**config.mk**
```make
export PLATFORM = sky130hd
export DESIGN_NAME = rfphoenix_ififo_arbiter
export DESIGN_NICKNAME = d
export VERILOG_FILES = /design/src/rtl/rfphoenix_ififo_arbiter_pkg.sv /design/src/rtl/rfphoenix_rr_pick.sv /design/src/rtl/rfphoenix_ififo_arbiter.sv
export SDC_FILE = /design/constraint.sdc
export NUM_CORES = 1
export LEC_CHECK = 0
export ABC_CLOCK_PERIOD_IN_PS = 8650
export CAP_MARGIN = 20
export CORE_MARGIN = 5
export CORE_UTILIZATION = 54
export CTS_CLUSTER_SIZE = 25
export DETAILED_ROUTE_END_ITERATION = 8
export GPL_TIMING_DRIVEN = 0
export PLACE_DENSITY_LB_ADDON = 0.3
export SLEW_MARGIN = 20
export SYNTH_ARGS = -nofsm -noshare
export SYNTH_HDL_FRONTEND = slang
export SYNTH_HIERARCHICAL = 1
export SYNTH_SLANG_ARGS = --single-unit
```
**constraint.sdc**
```tcl
create_clock -name clk -period 8.65 [get_ports clk]
set_input_delay 2.595 -clock clk [delete_from_list [all_inputs] [get_ports clk]]
set_output_delay 2.595 -clock clk [all_outputs]
set_load 0.05 [all_outputs]
```
**src/rtl/rfphoenix_ififo_arbiter_pkg.sv**
```systemverilog
// Shared constants and types for the per-thread instruction FIFO issue arbiter.
//   NTHREADS_DEF   : default number of hardware threads / FIFOs (power of 2)
//   FLUSH_HOLD_DEF : default cycles a flushed thread's read stays suppressed
//   TID_W / tid_t  : thread-id width and type for the default configuration
package rfphoenix_ififo_arbiter_pkg;

  localparam int NTHREADS_DEF   = 4;
  localparam int FLUSH_HOLD_DEF = 8;
  localparam int TID_W          = $clog2(NTHREADS_DEF);

  typedef logic [TID_W-1:0] tid_t;

endpackage

```
**src/rtl/rfphoenix_rr_pick.sv**
```systemverilog
// Combinational round-robin picker.
//   req   : request vector, one bit per thread
//   last  : index granted most recently; the search starts at last+1
//   grant : one-hot grant (all zero when no request)
//   idx   : index of the granted request (0 when none)
//   any   : at least one request present
module rfphoenix_rr_pick #(
  parameter int N = 4,
  parameter int W = $clog2(N)
) (
  input  logic [N-1:0] req,
  input  logic [W-1:0] last,
  output logic [N-1:0] grant,
  output logic [W-1:0] idx,
  output logic         any
);

  logic [W-1:0] cand;

  // Visit last+1 .. last+N in order; the W-bit add wraps naturally because N
  // is a power of two, and the final candidate (i == N) is `last` itself, so
  // a thread only wins twice in a row when nobody else is requesting.
  always_comb begin
    grant = '0;
    idx   = '0;
    any   = 1'b0;
    cand  = '0;
    for (int i = 1; i <= N; i++) begin
      cand = last + W'(i);
      if (!any && req[cand]) begin
        any = 1'b1;
        idx = cand;
      end
    end
    if (any) grant[idx] = 1'b1;
  end

endmodule

```
**src/rtl/rfphoenix_ififo_arbiter.sv**
```systemverilog
// Issue arbiter for the per-thread instruction FIFO bank (std read mode,
// read latency 1). Picks one eligible thread per cycle round-robin, drives
// its FIFO read enable, presents the tid of the word on the FIFO dout to the
// register-read stage, and sequences per-thread flushes.
//   clk, rst       : clock; asynchronous active-low reset (0 = reset)
//   fifo_empty     : per-FIFO empty flag
//   fifo_v         : per-FIFO data_valid
//   thread_stall   : thread ineligible this cycle
//   flush          : single-cycle flush request per thread
//   fifo_rd        : one-hot (or zero) read enable to the FIFOs
//   fifo_flush     : registered one-cycle reset pulse to each FIFO
//   issue_v        : dout of FIFO[issue_tid] holds a valid instruction
//   issue_tid      : thread owning the presented instruction
//   issue_rdy      : downstream ready
//   err            : sticky, fifo_v[issue_tid] seen low while issue_v high
//
// Handshake: issue_v/issue_tid form a valid/ready source. A transfer happens
// on a rising edge where issue_v & issue_rdy. While issue_v is high and
// issue_rdy is low, issue_v and issue_tid hold and no FIFO is read, so the
// FIFO dout holds too. issue_v never drops without a transfer except on a
// flush of the presented thread or reset.
module rfphoenix_ififo_arbiter
  import rfphoenix_ififo_arbiter_pkg::*;
#(
  parameter int NTHREADS   = NTHREADS_DEF,
  parameter int FLUSH_HOLD = FLUSH_HOLD_DEF
) (
  input  logic                          clk,
  input  logic                          rst,
  input  logic [NTHREADS-1:0]           fifo_empty,
  input  logic [NTHREADS-1:0]           fifo_v,
  input  logic [NTHREADS-1:0]           thread_stall,
  input  logic [NTHREADS-1:0]           flush,
  output logic [NTHREADS-1:0]           fifo_rd,
  output logic [NTHREADS-1:0]           fifo_flush,
  output logic                          issue_v,
  output logic [$clog2(NTHREADS)-1:0]   issue_tid,
  input  logic                          issue_rdy,
  output logic                          err
);

  localparam int TW = $clog2(NTHREADS);
  localparam int HW = $clog2(FLUSH_HOLD + 1);

  logic [TW-1:0]                rr_ptr_q, rr_ptr_d;
  logic                         issue_v_q, issue_v_d;
  logic [TW-1:0]                issue_tid_q, issue_tid_d;
  logic [NTHREADS-1:0]          fifo_flush_q, fifo_flush_d;
  logic [NTHREADS-1:0][HW-1:0]  hold_q, hold_d;
  logic                         err_q, err_d;

  logic [NTHREADS-1:0] eligible;
  logic [NTHREADS-1:0] pick_grant;
  logic [TW-1:0]       pick_idx;
  logic                pick_any;
  logic                advance;
  logic                rd_fire;

  always_comb begin
    eligible = '0;
    for (int t = 0; t < NTHREADS; t++) begin
      eligible[t] = !fifo_empty[t] && !thread_stall[t] && !flush[t] && (hold_q[t] == '0);
    end
  end

  rfphoenix_rr_pick #(.N(NTHREADS), .W(TW)) u_pick (
    .req   (eligible),
    .last  (rr_ptr_q),
    .grant (pick_grant),
    .idx   (pick_idx),
    .any   (pick_any)
  );

  // The output slot can take a new word when empty or draining this cycle.
  // Reads are also held off while reset is asserted so no FIFO word is popped
  // into a pipeline that is being cleared.
  assign advance = !issue_v_q || issue_rdy;
  assign rd_fire = rst && advance && pick_any;
  assign fifo_rd = rd_fire ? pick_grant : '0;

  always_comb begin
    rr_ptr_d    = rr_ptr_q;
    issue_v_d   = issue_v_q;
    issue_tid_d = issue_tid_q;

    if (rd_fire) begin
      rr_ptr_d    = pick_idx;
      issue_v_d   = 1'b1;
      issue_tid_d = pick_idx;
    end else if (advance || flush[issue_tid_q]) begin
      // Slot drained with nothing behind it, or the presented word belongs
      // to a thread being flushed and must be discarded.
      issue_v_d = 1'b0;
    end

    fifo_flush_d = flush;

    hold_d = hold_q;
    for (int t = 0; t < NTHREADS; t++) begin
      if (flush[t]) begin
        hold_d[t] = HW'(FLUSH_HOLD);
      end else if (hold_q[t] != '0) begin
        hold_d[t] = hold_q[t] - HW'(1);
      end
    end

    err_d = err_q || (issue_v_q && !fifo_v[issue_tid_q]);
  end

  always_ff @(posedge clk or negedge rst) begin
    if (!rst) begin
      rr_ptr_q     <= TW'(NTHREADS - 1);
      issue_v_q    <= 1'b0;
      issue_tid_q  <= '0;
      fifo_flush_q <= '0;
      hold_q       <= '0;
      err_q        <= 1'b0;
    end else begin
      rr_ptr_q     <= rr_ptr_d;
      issue_v_q    <= issue_v_d;
      issue_tid_q  <= issue_tid_d;
      fifo_flush_q <= fifo_flush_d;
      hold_q       <= hold_d;
      err_q        <= err_d;
    end
  end

  assign fifo_flush = fifo_flush_q;
  assign issue_v    = issue_v_q;
  assign issue_tid  = issue_tid_q;
  assign err        = err_q;

endmodule

```
==> results.txt <==
Status = finished, final reports clean
Ys async rst share = 100%
Xor/xnor share of the synthesized area = 2.35%
Final Slew Violations = 0
Syn Std Cell Area = 1490 µm²
Sw Pwr = 184 µW
Area Overhead vs Synth = 25.2%
Worst-Margin Slew = 873 ps
Fin Clk Skew = 3.45 ps
Ports = 31
Vias in the first global route = 1,198
Routed WL per cell = 14.4 µm
Initial antenna violation count = 0
Setup tns final = 0 ps
VDD IR-drop max = 0.204 mV
Top cell type's share of synthesized area = 40.2%
Power Density = 261 nW/µm²
Hold Crit Start = err$_DFF_PN0_
Max_cap viols = 0
WP depth = 8
Fin crit share = 93.1%
RSZ-0062 raised after global routing = no
Final setup fails = 0
Fmax = 124 MHz
Reg-to-reg setup timing slack = 5880 ps
1st-pass router iterations = 4
Pleak = 0.778 nW
Post-CTS Setup Bufs = 0
Ys Warns = 6
Remaining Overflow, GRT = 0
Seq/Total Area, Yosys = 43.7%
Hold crit path type = reg -> reg
Crit end category = output port
Pin count of the biggest net entering global routing = 28
CP max stage delay = 810 ps
FF-to-FF path depth = 9
Leading area contributor after synthesis = dfrtp_1
CTS tree = built
Die area = 3920 µm²
Syn nets = 163
CTS Buf Count = 3
Initial core utilization = 55.1%
Clk sink count = 26
Pre-CTS setup slack = 393 ps
Sequential Power Share = 41.6%
Final instance area = 1870 µm²
Final Wtd Congestion = 0.779
Post-synthesis adder-cell area fraction = 4.19%
WP buf/inv = 3
Critical Path AT = 5460 ps
Slew margin rel. = 41.2%
FF-to-FF Start = hold_q[8]$_DFFE_PN0P_
Post-synthesis mux area share = 7.54%
Internal power = 304 µW
Simple-Gate Fraction of Synth Area = 19.3%
Die Wd = 62.6 µm
Post-DR vias/cell = 5.77
Count leader, synth = dfrtp_1
Combinational power share = 45.7%
Commonest cells in the netlist = dfrtp_1, nor2_1, a21oi_1, inv_1
Drt total wl = 2.94 mm
N_diodes = 0
GR Util met3 = 4.32%
Global-route wire length before repair = 5.11 mm
Post-CTS Hold Fix Bufs = 0
Layout cells sized above 1 = 16.8%
Number of port buffers = 30
Primary FF master, synth = dfrtp_1
Cell Chain, Critical Path = clkdlybuf4s50_1, nor4_1, nor2_1, nand2_1, and3_1, buf_6, and2_2, clkdlybuf4s50_1
Clk Latency, worst-skew pair = 320 ps
R2r endpoint = issue_tid[1]$_DFFE_PN0N_
GRT Total Usage = 15.9%
Combinational family with the most area after synthesis = simple AND/OR/NAND/NOR gates
WHS = 512 ps
# rows = 19
Fin util = 69.0%
Core ar. = 2710 µm²
Clock-pin slew of the registers on the worst-case setup and hold paths = 130 ps
Max Root-Sink Buffers = 2
Mapped Cells = 139
Crit path time final = 8060 ps
Grt met2 use = 29.8%
Top Family by Delay on Critical Path = buffers and inverters
Crit start category = input port
Top post-synthesis cells by area = dfrtp_1, ha_1, mux2_4, a21oi_1, dfstp_2
Hold Vio Cnt, Final = 0
Flops & latches, synth = 26
CP most frequent cell = clkdlybuf4s50_1
Worst setup path class = in -> out
DRC Markers = 0
Netlist cell types = 36
Switching portion of total power = 37.6%
Placed cell area = 1830 µm²
Met1 global-route usage = 16.6%
Routed via count = 1,177
Clock share of power = 12.7%
Synth Area in Compound Gates = 16.8%
EDFF count, synth = 0
Hold depth = 1
Layout net count = 198
Fin worst setup slack = 594 ps
Synth Area per Inst = 10.7 µm²
CP Max Fanout = 9
Root buf cell = clkbuf_4
CP max stage cell = nor4_1
Htree depth = 1
Post_cts resized = 0
Antenna-violating nets left = 0
Hold endpoint = err$_DFF_PN0_
Worst Path Required = 6060 ps
Die Ht = 62.6 µm
Post-DP HPWL = 2.35 mm
GRT Max-Usage Layer = met2
Initial DRC Count = 40
## per-layer routing
| layer | vias up | wire, µm |
|---|---|---|
| li1 | 564 | - |
| met1 | 579 | 1140 |
| met2 | 30 | 1580 |
| met3 | 4 | 170 |
| met4 | 0 | 36 |
| met5 | - | 0 |
## layout by cell type (no fill, tap or decap), types with 2 or more instances in the layout
cell | netlist | routed
a211oi_1 | 3 | 3
a211oi_2 | 3 | 3
a21oi_1 | 11 | 11
and2_2 | 5 | 5
and2b_1 | 2 | 2
buf_4 | 2 | 2
buf_6 | 2 | 2
clkbuf_4 | 0 | 3
clkbuf_8 | 1 | 2
clkdlybuf4s50_1 | 0 | 29
dfrtp_1 | 24 | 24
dfstp_2 | 2 | 2
ha_1 | 5 | 5
inv_1 | 11 | 11
mux2_4 | 4 | 4
mux4_1 | 2 | 2
nand2_1 | 3 | 3
nand2b_1 | 4 | 4
nand3b_1 | 3 | 3
nor2_1 | 13 | 13
nor2b_1 | 3 | 3
nor4_1 | 4 | 3
o21ai_1 | 2 | 2
o21bai_1 | 4 | 4
o31ai_1 | 4 | 4
or3_1 | 4 | 4
or3b_4 | 4 | 4
xnor2_1 | 4 | 4
## how the worst max path moves through the flow
stage	from	to	slack (ps)
floorplan	flush[1]	fifo_rd[0]	1990
global placement	flush[1]	fifo_rd[0]	450
detailed placement	flush[1]	fifo_rd[1]	390
CTS	flush[1]	fifo_rd[1]	400
global route	flush[2]	fifo_rd[0]	370
finish	flush[2]	fifo_rd[1]	590
## through the flow
step / total power, mW / cells
2_1_floorplan: 0.369 / 139
3_3_place_gp: 0.412 / 200
3_5_place_dp: 0.430 / 200
4_1_cts: 0.493 / 204
5_1_grt: 0.528 / 204
6_report: 0.488 / 204
## flip-flops by register name (all words and copies together) (netlist names)
| register | cells |
|---|---|
| fifo_flush | 4 |
| err | 1 |
| issue_v | 1 |
| hold_q | 16 |
| issue_tid | 2 |
| rr_ptr_q | 2 |
## layout make-up
cell class | count | area [µm²]
Tap cell | 31 | 38.8
Clock buffer | 4 | 36.3
Multi-Input combinational cell | 97 | 754
Buffer | 5 | 51.3
Fill cell | 233 | 840
Inverter | 11 | 41.3
Sequential cell | 26 | 653
Timing Repair Buffer | 30 | 295
## kinds of logic (layout without fill, tap and decap cells)
logic type               count (synthesis)  in the layout
adder cells (fa/ha/maj)                  5              5
XOR/XNOR                                 4              4
AO/OA/AOI/OAI                           35             35
AND/OR/NAND/NOR                         47             47
flip-flops                              26             26
buffers and inverters                   16             50
multiplexers                             6              6
## power by group through the flow
stage          clock (mW)  sequential, mW  combinational (mW)
2_1_floorplan           0           0.217               0.152
3_3_place_gp            0           0.201               0.210
3_5_place_dp            0           0.206               0.224
4_1_cts            0.0648           0.203               0.225
5_1_grt            0.0701           0.211               0.247
6_report           0.0617           0.203               0.223
Note: power is estimated with default switching activity, not from simulation.
